## src/rtl/lc3b_types.sv

```systemverilog
// Shared types for the L2 arbiter: bus widths, FSM states and grant encoding.
package lc3b_types;

    typedef logic [15:0]  lc3b_word;
    typedef logic [127:0] cache_line;

    typedef enum logic [1:0] {
        IDLE    = 2'd0,
        SERVE_I = 2'd1,
        SERVE_D = 2'd2,
        DONE    = 2'd3
    } arb_state_t;

    typedef enum logic [1:0] {
        GNT_NONE = 2'd0,
        GNT_I    = 2'd1,
        GNT_D    = 2'd2
    } grant_t;

endpackage

```

## src/rtl/l2_arb_ctrl_arb_pick.sv

```systemverilog
// Grant selection: D-cache wins by default, I-cache wins once it has been
// starved for STARVE_LIMIT consecutive D grants.
module arb_pick
    import lc3b_types::*;
#(
    parameter int STARVE_LIMIT = 4
) (
    input  logic       i_req_i,
    input  logic       i_req_d,
    input  logic [3:0] i_starve_cnt,
    output grant_t     o_grant
);

    logic w_i_starved;

    assign w_i_starved = i_req_i && (i_starve_cnt == 4'(STARVE_LIMIT));

    // Priority pick between the two requesters
    always_comb begin
        o_grant = GNT_NONE;
        if (i_req_d && !w_i_starved) begin
            o_grant = GNT_D;
        end else if (i_req_i) begin
            o_grant = GNT_I;
        end
    end

endmodule

```

## src/rtl/l2_arb_ctrl.sv

```systemverilog
// Arbitrates I-cache fills and D-cache reads/writebacks onto a single L2 port.
// All l2_* outputs come from registers latched at grant time, so requester
// inputs may change freely while a transaction is in flight.
module l2_arb_ctrl
    import lc3b_types::*;
#(
    parameter int STARVE_LIMIT = 4
) (
    input  logic      clk,
    input  logic      rst_n,
    input  logic      i_req_read,
    input  lc3b_word  i_req_address,
    input  logic      d_req_read,
    input  logic      d_req_write,
    input  lc3b_word  d_req_address,
    input  cache_line d_req_wdata,
    output logic      i_resp,
    output cache_line i_rdata,
    output logic      d_resp,
    output cache_line d_rdata,
    output logic      l2_read,
    output logic      l2_write,
    output lc3b_word  l2_address,
    output cache_line l2_wdata,
    input  cache_line l2_rdata,
    input  logic      l2_resp,
    output logic      busy,
    output logic      proto_err
);

    arb_state_t r_state;
    arb_state_t w_next_state;
    grant_t     w_grant;
    logic       w_d_req;
    logic       w_serving;
    logic [3:0] r_starve_cnt;
    lc3b_word   r_addr;
    cache_line  r_wdata;
    logic       r_write;
    logic       r_owner_d;
    cache_line  r_i_rdata;
    cache_line  r_d_rdata;
    logic       r_proto_err;

    assign w_d_req   = d_req_read || d_req_write;
    assign w_serving = (r_state == SERVE_I) || (r_state == SERVE_D);

    arb_pick #(
        .STARVE_LIMIT (STARVE_LIMIT)
    ) u_arb_pick (
        .i_req_i      (i_req_read),
        .i_req_d      (w_d_req),
        .i_starve_cnt (r_starve_cnt),
        .o_grant      (w_grant)
    );

    // State register
    always_ff @(posedge clk or negedge rst_n) begin
        if (!rst_n) begin
            r_state <= IDLE;
        end else begin
            r_state <= w_next_state;
        end
    end

    // Next-state: grant from IDLE, wait for L2, one DONE cycle before re-arbitration
    always_comb begin
        w_next_state = r_state;
        case (r_state)
            IDLE: begin
                if (w_grant == GNT_I) begin
                    w_next_state = SERVE_I;
                end else if (w_grant == GNT_D) begin
                    w_next_state = SERVE_D;
                end
            end
            SERVE_I, SERVE_D: begin
                if (l2_resp) begin
                    w_next_state = DONE;
                end
            end
            DONE:    w_next_state = IDLE;
            default: w_next_state = IDLE;
        endcase
    end

    // Holding registers, starvation counter, read-data capture and error flag
    always_ff @(posedge clk or negedge rst_n) begin
        if (!rst_n) begin
            r_starve_cnt <= '0;
            r_addr       <= '0;
            r_wdata      <= '0;
            r_write      <= 1'b0;
            r_owner_d    <= 1'b0;
            r_i_rdata    <= '0;
            r_d_rdata    <= '0;
            r_proto_err  <= 1'b0;
        end else begin
            if (r_state == IDLE) begin
                if (w_grant == GNT_I) begin
                    r_addr       <= i_req_address;
                    r_wdata      <= '0;
                    r_write      <= 1'b0;
                    r_owner_d    <= 1'b0;
                    r_starve_cnt <= '0;
                end else if (w_grant == GNT_D) begin
                    r_addr    <= d_req_address;
                    r_wdata   <= d_req_wdata;
                    // Simultaneous read+write resolves to the writeback
                    r_write   <= d_req_write;
                    r_owner_d <= 1'b1;
                    if (d_req_read && d_req_write) begin
                        r_proto_err <= 1'b1;
                    end
                    if (i_req_read && (r_starve_cnt < 4'(STARVE_LIMIT))) begin
                        r_starve_cnt <= r_starve_cnt + 4'd1;
                    end
                end
            end
            if (l2_resp) begin
                if (r_state == SERVE_I) begin
                    r_i_rdata <= l2_rdata;
                end else if ((r_state == SERVE_D) && !r_write) begin
                    r_d_rdata <= l2_rdata;
                end else if (!w_serving) begin
                    r_proto_err <= 1'b1;
                end
            end
        end
    end

    assign busy       = (r_state != IDLE);
    assign l2_read    = w_serving && !r_write;
    assign l2_write   = w_serving && r_write;
    assign l2_address = r_addr;
    assign l2_wdata   = r_wdata;
    assign i_resp     = (r_state == DONE) && !r_owner_d;
    assign d_resp     = (r_state == DONE) && r_owner_d;
    assign i_rdata    = r_i_rdata;
    assign d_rdata    = r_d_rdata;
    assign proto_err  = r_proto_err;

endmodule

```

## config.mk

```make
export PLATFORM = sky130hd
export DESIGN_NAME = l2_arb_ctrl
export DESIGN_NICKNAME = d
export VERILOG_FILES = /design/src/rtl/lc3b_types.sv /design/src/rtl/l2_arb_ctrl_arb_pick.sv /design/src/rtl/l2_arb_ctrl.sv
export SDC_FILE = /design/constraint.sdc
export NUM_CORES = 1
export LEC_CHECK = 0
export CAP_MARGIN = 40
export CORE_AREA = 2 2 273 275
export DETAILED_ROUTE_END_ITERATION = 8
export DIE_AREA = 0 0 275 277
export DONT_BUFFER_PORTS = 1
export PLACE_DENSITY = 0.32
export REMOVE_ABC_BUFFERS = 1
export SLEW_MARGIN = 20
export SYNTH_ARGS = -nofsm -noshare
export SYNTH_HDL_FRONTEND = slang
export SYNTH_SLANG_ARGS = --single-unit
```

## constraint.sdc

```tcl
create_clock -name clk -period 5.29 [get_ports clk]
set_input_delay 0.7935 -clock clk [delete_from_list [all_inputs] [get_ports clk]]
set_output_delay 0.7935 -clock clk [all_outputs]
set_load 0.03 [all_outputs]
```

==> results.cfg, run 1 <==
[timing]
timing.final.crit_share_pct = 52.5
hold_viol_final = 34
worst_pin_slew_ns = 2.50
worst_slew_margin_rel_pct = -66.8
fin_crit_ns = 2.78
hold_ws_ns = -0.0732
grt_setup_unrepaired = false
skew_ns = 0.00922
setup_tns_ns = 0
setup_viol = 0
maxSlewViolCount = 228
fmax_mhz = 360

[floorplanning]
initial_core_util_pct = 20.9
fp.dieH_um = 277
num_rows = 100
io_pins = 700
dieWidth_um = 275
placeableCoreArea_um2 = 73600
die-area_um2 = 76200

[place]
place.gp.congestion = 0.755
post_dp_cell_area_um2 = 16200
io_buffer_count = 0
placed_cells = 1885
dp_hpwl_mm = 34.1

[final_layout]
fin_cells = 1977
nets = 1268
synthToLayoutAreaGrowth_pct = 15.7
design_area_um2 = 17800
nFillCells = 7606
fin_util_pct = 24.2
drive_above_1_share_pct = 34.2

[clock_tree]
h-tree-depth = 2
cts_setup_buffers = 0
clockBufferDepth = 3
cts_resized = 0
cts-root-buf = clkbuf_16
clk_latency_ns = 0.56
cts_tree = yes
cts_inserted_buffers = 48
clk_pin_slew_ns = 0.06
clock_sinks = 409

[logic_synthesis]
synth_cells = 971
netlist_area_um2 = 15400
ys.flop_type = dfrtp_1
yosysWarnings = 0
syn_avg_cell_area_um2 = 15.8
synth_seq_cells = 409
yosysSeqAreaShare_pct = 66.6
synth_cell_types = 31
synth_edf_count = 0
async_flop_share_pct = 100

[run_status]
status = finished, violations left
violations = hold timing, slew limit

[route]
routed_wl_mm = 48.4
final_antenna_net_count = 0
vias = 8265
routedWlPerCell_um = 24.5
dr.pass1.iters = 6
drt-initial-drc-count = 354
drc = 0
viasPerCell = 4.18

[critical_path]
path_cells = inv_1 -> ha_1 -> inv_1 -> nor2_1
path_max_fanout = 4
slowest_stage = nor2_1
endpoint_kind = primary output
cp.required_ns = 4.50
slowest_delay_ns = 0.51
critPathBufInv = 2
arrival_ns = 1.98
crit_top_cell = inv_1
crit_type = flip-flop to primary output
cp_top_family = simple AND/OR/NAND/NOR gates
r2r-end = d_rdata[66]
r2r_cells = 6
ff2ff_setup_slack_ns = 2.78
crit_path_start_kind = flip-flop
rr_startpoint = r_state[1]

[hold_path]
hp-class = primary input to asynchronous set/reset pin

[grt]
grt_pass1_vias = 8961
grt_first_pass_wirelength_mm = 67.7
grt_usage_pct = 12.1
antenna_found_initial = 6
grt_max_degree = 410
grt_overflow_total = 0

[pwr]
leakage_nw = 7.60
power_density_nw_per_um2 = 846
vdd_drop_max_mv = 0.385

[run]
max_cap_viol_count = 0
[cells by family (layout without fill, tap and decap cells)]
group                      Yosys count  in the layout  synth area share (%)
adders and majority gates            7              7                 0.569
muxes                              257            257                  18.8
DFF                                409            409                  66.6
buffers and inverters               69            101                  3.41
AOI/OAI and AO/OA                  177            177                  9.09
other                                0              5                     0
and+or+nand+nor                     52             52                  1.56
[report_power, final]
part	switching (W)	internal [W]
Sequential	0.00446	0.00463
Clock	0.00131	0.00195
Combinational	0.00114	0.00156
Total	0.00692	0.00814
[cells in the mapped netlist, types with 2 or more instances]
library cell	count	area, µm²
dfrtp_1	409	10200
mux2_2	257	2890
a22o_1	129	1130
buf_2	42	210
a21oi_1	36	180
nor2_1	22	82.6
nand2_1	19	71.3
buf_12	11	220
ha_1	7	87.6
inv_1	7	26.3
and2_1	3	18.8
buf_4	3	22.5
buf_6	3	33.8
clkbuf_1	3	11.3
a21o_1	2	15.0
nand2b_1	2	12.5
o21ai_0	2	10.0
[cell usage in the layout, fill, tap and decap left out, types with 7 or more instances in the layout]
cell type	synthesis	routed
clkbuf_16	0	49
mux2_2	257	257
a22o_1	129	129
clkbuf_1	3	12
dfrtp_1	409	409
ha_1	7	7
clkbuf_8	0	11
inv_1	7	7
clkinv_2	0	9
nand2_1	19	18
a21oi_1	36	36
nor2_1	22	21
[worst max path at each step]
stage | slack (ns) | endpoint | cells past startpoint | startpoint
finish | 2.51 | l2_read | 4 | r_state[0]
global route | 2.38 | l2_read | 4 | r_state[0]
CTS | 2.40 | l2_read | 4 | r_state[0]
detailed placement | 2.66 | l2_wdata[61] | 5 | d_req_write
global placement | 2.68 | d_rdata[24] | 4 | l2_resp
floorplan | -1.71 | d_rdata[0] | 3 | l2_resp
[registers in the layout (all words and copies together) (netlist names)]
register and flops:
i_rdata 128, proto_err 1, r_write 1, r_owner_d 1, d_rdata 128, r_starve_cnt 4
l2_wdata 128, l2_address 16, r_state 2
[area by class of cell]
class	instances	area (µm²)	area share, %
multi-input cells	493	4640	26.1
clock buffers	72	1420	7.99
clock inverters	14	129	0.724
flip-flops and latches	409	10200	57.5
diodes	5	12.5	0.0703
repair buffers	8	118	0.661
well taps	969	1210	6.81
inverters	7	26.3	0.148
[per-stage QoR]
step                      power (W)  setup WS [ns]
after floorplan              0.0108          -1.71
after global placement       0.0120           2.68
after detailed placement     0.0120           2.66
after CTS                    0.0153           2.40
after global routing         0.0158           2.38
final                        0.0151           2.51
[layer usage]
| layer | global-route usage [%] | up-vias | share of wire (%) |
|---|---|---|---|
| li1 | - | 3503 | - |
| met2 | 21.4 | 457 | 52 |
| met4 | 4.52 | 2 | 3.1 |
| met3 | 6.68 | 76 | 14 |
| met5 | 0 | - | 0.027 |
| met1 | 11.6 | 4227 | 31 |
Power figures use the tool's default switching activity.
==> run 2: changes to the inputs <==
--- a/config.mk
+++ b/config.mk
@@ -6,11 +6,11 @@
 export NUM_CORES = 1
 export LEC_CHECK = 0
 export CAP_MARGIN = 40
-export CORE_AREA = 2 2 273 275
+export CORE_AREA = 2 2 275 277
 export DETAILED_ROUTE_END_ITERATION = 8
-export DIE_AREA = 0 0 275 277
+export DIE_AREA = 0 0 277 279
 export DONT_BUFFER_PORTS = 1
-export PLACE_DENSITY = 0.32
+export PLACE_DENSITY = 0.33
 export REMOVE_ABC_BUFFERS = 1
 export SLEW_MARGIN = 20
 export SYNTH_ARGS = -nofsm -noshare
==> constraint.sdc (replaced) <==
create_clock -name clk -period 2.4 [get_ports clk]
set_input_delay 0.36 -clock clk [delete_from_list [all_inputs] [get_ports clk]]
set_output_delay 0.36 -clock clk [all_outputs]
set_load 0.03 [all_outputs]
==> run 2 against run 1 <==
  * The run still ends with hold timing, slew limit left
  * Flip-flop and latch count did not move
  * Final cell count grew 15%
  * First-iteration DRC count shrank 5.4%
  * Non-clock buffer count rose by 308
  * Register-to-register slack lost 2.6 ns
  * Largest cell class unchanged
  * Largest power group unchanged
  * Highest routed layer unchanged
==> results.cfg, run 2 (synthesized netlist as in run 1, its figures left out) <==
[grt]
grt_pass1_vias = 11100
grt_first_pass_wirelength_mm = 74.2
grt_max_degree = 410
antenna_found_initial = 3
grt_overflow_total = 0
grt_usage_pct = 12.5

[floorplanning]
fp.dieH_um = 279
die-area_um2 = 77300
io_pins = 700
placeableCoreArea_um2 = 74100
initial_core_util_pct = 20.8
num_rows = 100
dieWidth_um = 277

[clock_tree]
h-tree-depth = 2
clk_latency_ns = 0.58
cts_inserted_buffers = 48
cts_setup_buffers = 0
clk_pin_slew_ns = 0.06
clockBufferDepth = 3
cts-root-buf = clkbuf_16
cts_hold_buf = 291
cts_tree = yes
clock_sinks = 409

[final_layout]
nets = 1576
drive_above_1_share_pct = 27.7
final_common_cell = dfrtp_1
synthToLayoutAreaGrowth_pct = 36.0
seqCellArea_um2 = 10200
final_cell_mix = dfrtp_1 (409), dlygate4sd3_1 (291), mux2_2 (257), a22o_1 (129), clkbuf_16 (49)
multi_input_area_um2 = 4640
fin_cells = 2283
nFillCells = 7537
fin_util_pct = 28.2

[critical_path]
endpoint_kind = flip-flop
path_max_fanout = 17
rr_startpoint = r_state[1]
crit_type = flip-flop to flip-flop
r2r_cells = 8
arrival_ns = 2.74
cp.required_ns = 2.89
crit_path_start_kind = flip-flop
ff2ff_setup_slack_ns = 0.15
r2r-end = l2_address[3]

[timing]
timing.final.crit_share_pct = 93.6
hold_ws_ns = -0.500
skew_ns = 0.0266
maxSlewViolCount = 153
fmax_mhz = 445
worst_pin_slew_ns = 2.01
hold_viol_final = 409
grt_setup_unrepaired = false
fin_crit_ns = 2.25
setup_viol = 0
worst_slew_margin_rel_pct = -34.2

[place]
dp_hpwl_mm = 35.1
place.gp.congestion = 0.757
io_buffer_count = 0
placed_cells = 1903

[pwr]
power.internal_w = 0.0185
power_switching_w = 0.0155
leakage_nw = 8.91
power.share.switching_pct = 45.6
vdd_drop_max_mv = 0.628
seqPwrFrac_pct = 58.8
comb_power_share_pct = 20.5
power_density_nw_per_um2 = 1630
clkPwrFrac_pct = 20.7

[hold_path]
hp-class = primary input to asynchronous set/reset pin

[run_status]
status = finished, violations left
violations = hold timing, slew limit

[route]
dr.pass1.iters = 4
drt-initial-drc-count = 335
drc = 0
vias = 9566
routedWlPerCell_um = 21.8
viasPerCell = 4.19
routed_wl_mm = 49.7
final_antenna_net_count = 0

[run]
max_cap_viol_count = 0
-- run 2: power groups by stage --
| stage | clock network [W] | logic (W) | registers (W) |
|---|---|---|---|
| after floorplan | 0 | 0.00526 | 0.0186 |
| after global placement | 0 | 0.00620 | 0.0204 |
| after detailed placement | 0 | 0.00646 | 0.0202 |
| after CTS | 0.00740 | 0.00705 | 0.0202 |
| after global routing | 0.00770 | 0.00772 | 0.0205 |
| final | 0.00707 | 0.00697 | 0.0200 |
-- run 2: layout make-up --
class | instances | share of cell area [%]
multi-input cells | 493 | 22.2
diodes | 2 | 0.0239
flip-flops and latches | 409 | 48.9
well taps | 969 | 5.80
clock inverters | 17 | 0.622
repair buffers | 316 | 15.6
inverters | 7 | 0.126
clock buffers | 70 | 6.67
-- run 2: routing by layer --
metal | wire, µm | vias to the layer above | GRT usage (%) | part of all wire [%]
met5 | 27 | - | 0 | 0.054
met3 | 4980 | 72 | 5.33 | 10
met2 | 25900 | 464 | 22.6 | 52
met4 | 1600 | 4 | 4.47 | 3.2
met1 | 17300 | 4889 | 12.9 | 35
li1 | - | 4137 | - | -
-- run 2: stage by stage --
| step | setup WS, ns | area [µm²] | setup TNS [ns] | total power [W] |
|---|---|---|---|---|
| floorplan | -4.50 | 14900 | -891.33 | 0.0239 |
| global placement | 0.370 | 16500 | 0 | 0.0266 |
| CTS | 0.0779 | 20900 | 0 | 0.0346 |
| finish | 0.153 | 20900 | 0 | 0.0341 |
| detailed placement | 0.328 | 16500 | 0 | 0.0267 |
| global route | 0.0149 | 20900 | 0 | 0.0359 |
-- run 2: critical path, cell delays in order (launching register included) --
cell and delay, ns:
dfrtp_1 0.40, inv_1 0.12, ha_2 0.28, inv_1 0.19, nor2_1 0.14, buf_4 0.25
nor2_1 0.06, a21oi_1 0.15, dlygate4sd3_1 0.58
-- run 2: worst max-delay path by stage --
stage	from	to	slack (ns)	depth (start not counted)
after floorplan	r_state[1]	d_rdata[0]	-4.50	5
after global routing	r_starve_cnt[1]	l2_address[3]	0.01	8
after detailed placement	r_state[1]	d_rdata[70]	0.33	6
after global placement	r_state[1]	d_rdata[58]	0.37	6
final	r_state[1]	l2_address[3]	0.15	8
after CTS	r_state[0]	l2_address[12]	0.08	8
-- run 2: repair_timing --
action | in CTS | in global routing
gates resized for setup | 0 | 3
endpoints found under the setup margin | 0 | 15
hold endpoints to repair | 812 | 409
==> run 3: changes to the inputs <==
--- a/config.mk
+++ b/config.mk
@@ -6,9 +6,9 @@
 export NUM_CORES = 1
 export LEC_CHECK = 0
 export CAP_MARGIN = 40
-export CORE_AREA = 2 2 275 277
+export CORE_AREA = 2 2 274 276
 export DETAILED_ROUTE_END_ITERATION = 8
-export DIE_AREA = 0 0 277 279
+export DIE_AREA = 0 0 276 278
 export DONT_BUFFER_PORTS = 1
 export PLACE_DENSITY = 0.33
 export REMOVE_ABC_BUFFERS = 1
==> run 3 against run 2 <==
  * Highest routed layer unchanged
  * First-iteration DRC count grew 27%
  * Global-route usage rose by 0.26 points
  * Sequential share of layout area about the same
  * Critical path type unchanged
  * Combinational power about the same
  * Final cell count shrank 0.26%
  * The flow finishes with violations (DRC, hold timing, slew limit)
==> results.cfg, run 3 (synthesized netlist as in run 1, its figures left out) <==
[run_status]
status = finished, violations left
violations = DRC, hold timing, slew limit

[floorplanning]
num_rows = 100
dieWidth_um = 276
die-area_um2 = 76700
initial_core_util_pct = 20.8
fp.dieH_um = 278
io_pins = 700
placeableCoreArea_um2 = 73800

[place]
placed_cells = 1903
place.gp.congestion = 0.751
io_buffer_count = 0
preCtsSetupSlack_ns = 0.416
dp_hpwl_mm = 35.8

[clock_tree]
clock_sinks = 409
cts_tree = yes
cts_hold_buf = 291
cts_inserted_buffers = 47
clockBufferDepth = 3
clk_pin_slew_ns = 0.06
clk_latency_ns = 0.57
cts_setup_buffers = 0
cts-root-buf = clkbuf_16
h-tree-depth = 2

[final_layout]
nFillCells = 7557
drive_above_1_share_pct = 27.2
multi_input_area_um2 = 4640
final_common_cell = dfrtp_1
nets = 1575
final_cell_mix = dfrtp_1 (409), dlygate4sd3_1 (291), mux2_2 (257), a22o_1 (129), clkbuf_16 (49)
seqCellArea_um2 = 10200
synthToLayoutAreaGrowth_pct = 36.0
fin_cells = 2277

[timing]
setup_viol = 0
skew_ns = 0.00995
grt_setup_unrepaired = false
worst_slew_margin_rel_pct = -16.7
maxSlewViolCount = 133
fmax_mhz = 448
worst_pin_slew_ns = 1.75
fin_crit_ns = 2.23
hold_ws_ns = -0.501
timing.final.crit_share_pct = 93.0
hold_viol_final = 409
setup_ws_ns = 0.169

[pwr]
power_density_nw_per_um2 = 1630
power.total_w = 0.0342
vdd_drop_max_mv = 0.749
leakage_nw = 8.90

[route]
vias = 9521
final_antenna_net_count = 0
drt-initial-drc-count = 424
routed_wl_mm = 50.2
dr.pass1.iters = 6
routedWlPerCell_um = 22.0
drc = 40
viasPerCell = 4.18

[critical_path]
r2r_cells = 8
crit_type = flip-flop to flip-flop
rr_startpoint = r_state[0]
arrival_ns = 2.73
path_max_fanout = 17
crit_path_start_kind = flip-flop
ff2ff_setup_slack_ns = 0.17
cp.required_ns = 2.90
r2r-end = l2_address[7]
endpoint_kind = flip-flop

[grt]
grt_pass1_vias = 10800
top_usage_layer = met2
antenna_found_initial = 8
gr-usage-met2_pct = 22.9
met1_usage_pct = 13.1
grt_util_met3_pct = 5.41
grt_max_degree = 410
grt_usage_pct = 12.8
grt_overflow_total = 0
grt_first_pass_wirelength_mm = 74.3

[run]
max_cap_viol_count = 0

[hold_path]
hp-class = primary input to asynchronous set/reset pin
==> run 3: cell types whose count changed in the layout (fill, tap and decap cells not counted), sizes merged <==
cell / delta
clkbuf: +1
bufinv: +2
clkinv: -6
inv: -2
clkinvlp: -1
==> run 3: power breakdown <==
group | internal [W] | switching [W]
logic | 0.00418 | 0.00279
clock network | 0.00429 | 0.00286
registers | 0.0102 | 0.00985
total | 0.0187 | 0.0155
==> run 3: critical path, stage by stage (launching register included) <==
cell,delay [ns]
dfrtp_1,0.41
inv_1,0.12
ha_2,0.26
inv_1,0.18
nor2_1,0.14
buf_4,0.25
nor2_1,0.07
a21oi_1,0.15
dlygate4sd3_1,0.57
==> run 3: worst max path at each step <==
stage | start | to | slack [ns] | cells after the start
after floorplan | r_state[1] | d_rdata[0] | -4.50 | 5
after global routing | r_state[0] | l2_address[7] | 0.003 | 8
after CTS | r_starve_cnt[1] | l2_address[0] | 0.06 | 8
final | r_state[0] | l2_address[7] | 0.17 | 8
after detailed placement | r_state[1] | d_rdata[94] | 0.42 | 7
after global placement | r_state[1] | d_rdata[109] | 0.43 | 7
==> run 3: metal layers <==
| layer | vias up | share of wire, % |
|---|---|---|
| li1 | 4120 | - |
| met3 | 90 | 10 |
| met5 | - | 0.12 |
| met2 | 477 | 52 |
| met1 | 4826 | 34 |
| met4 | 8 | 3.8 |
==> run 3: final cells by class <==
| type | instances | area share (%) |
|---|---|---|
| diodes | 2 | 0.0239 |
| clock buffers | 71 | 6.64 |
| clock inverters | 10 | 0.664 |
| inverters | 7 | 0.126 |
| multi-input cells | 493 | 22.2 |
| flip-flops and latches | 409 | 48.9 |
| well taps | 969 | 5.80 |
| repair buffers | 316 | 15.6 |
==> run 3: repair_timing <==
item / CTS / global route
gates resized for setup: 0 / 3
hold endpoints to repair: 812 / 409
setup endpoints to repair: 0 / 16
==> run 3: per-stage QoR <==
step                cell area, µm²  utilization (%)  TNS (ns)
floorplan                    14900                -   -891.33
global placement             16500             22.3         0
detailed placement           16500             22.3         0
CTS                          20900             28.3         0
global route                 20900             28.3         0
finish                       20900             28.3         0
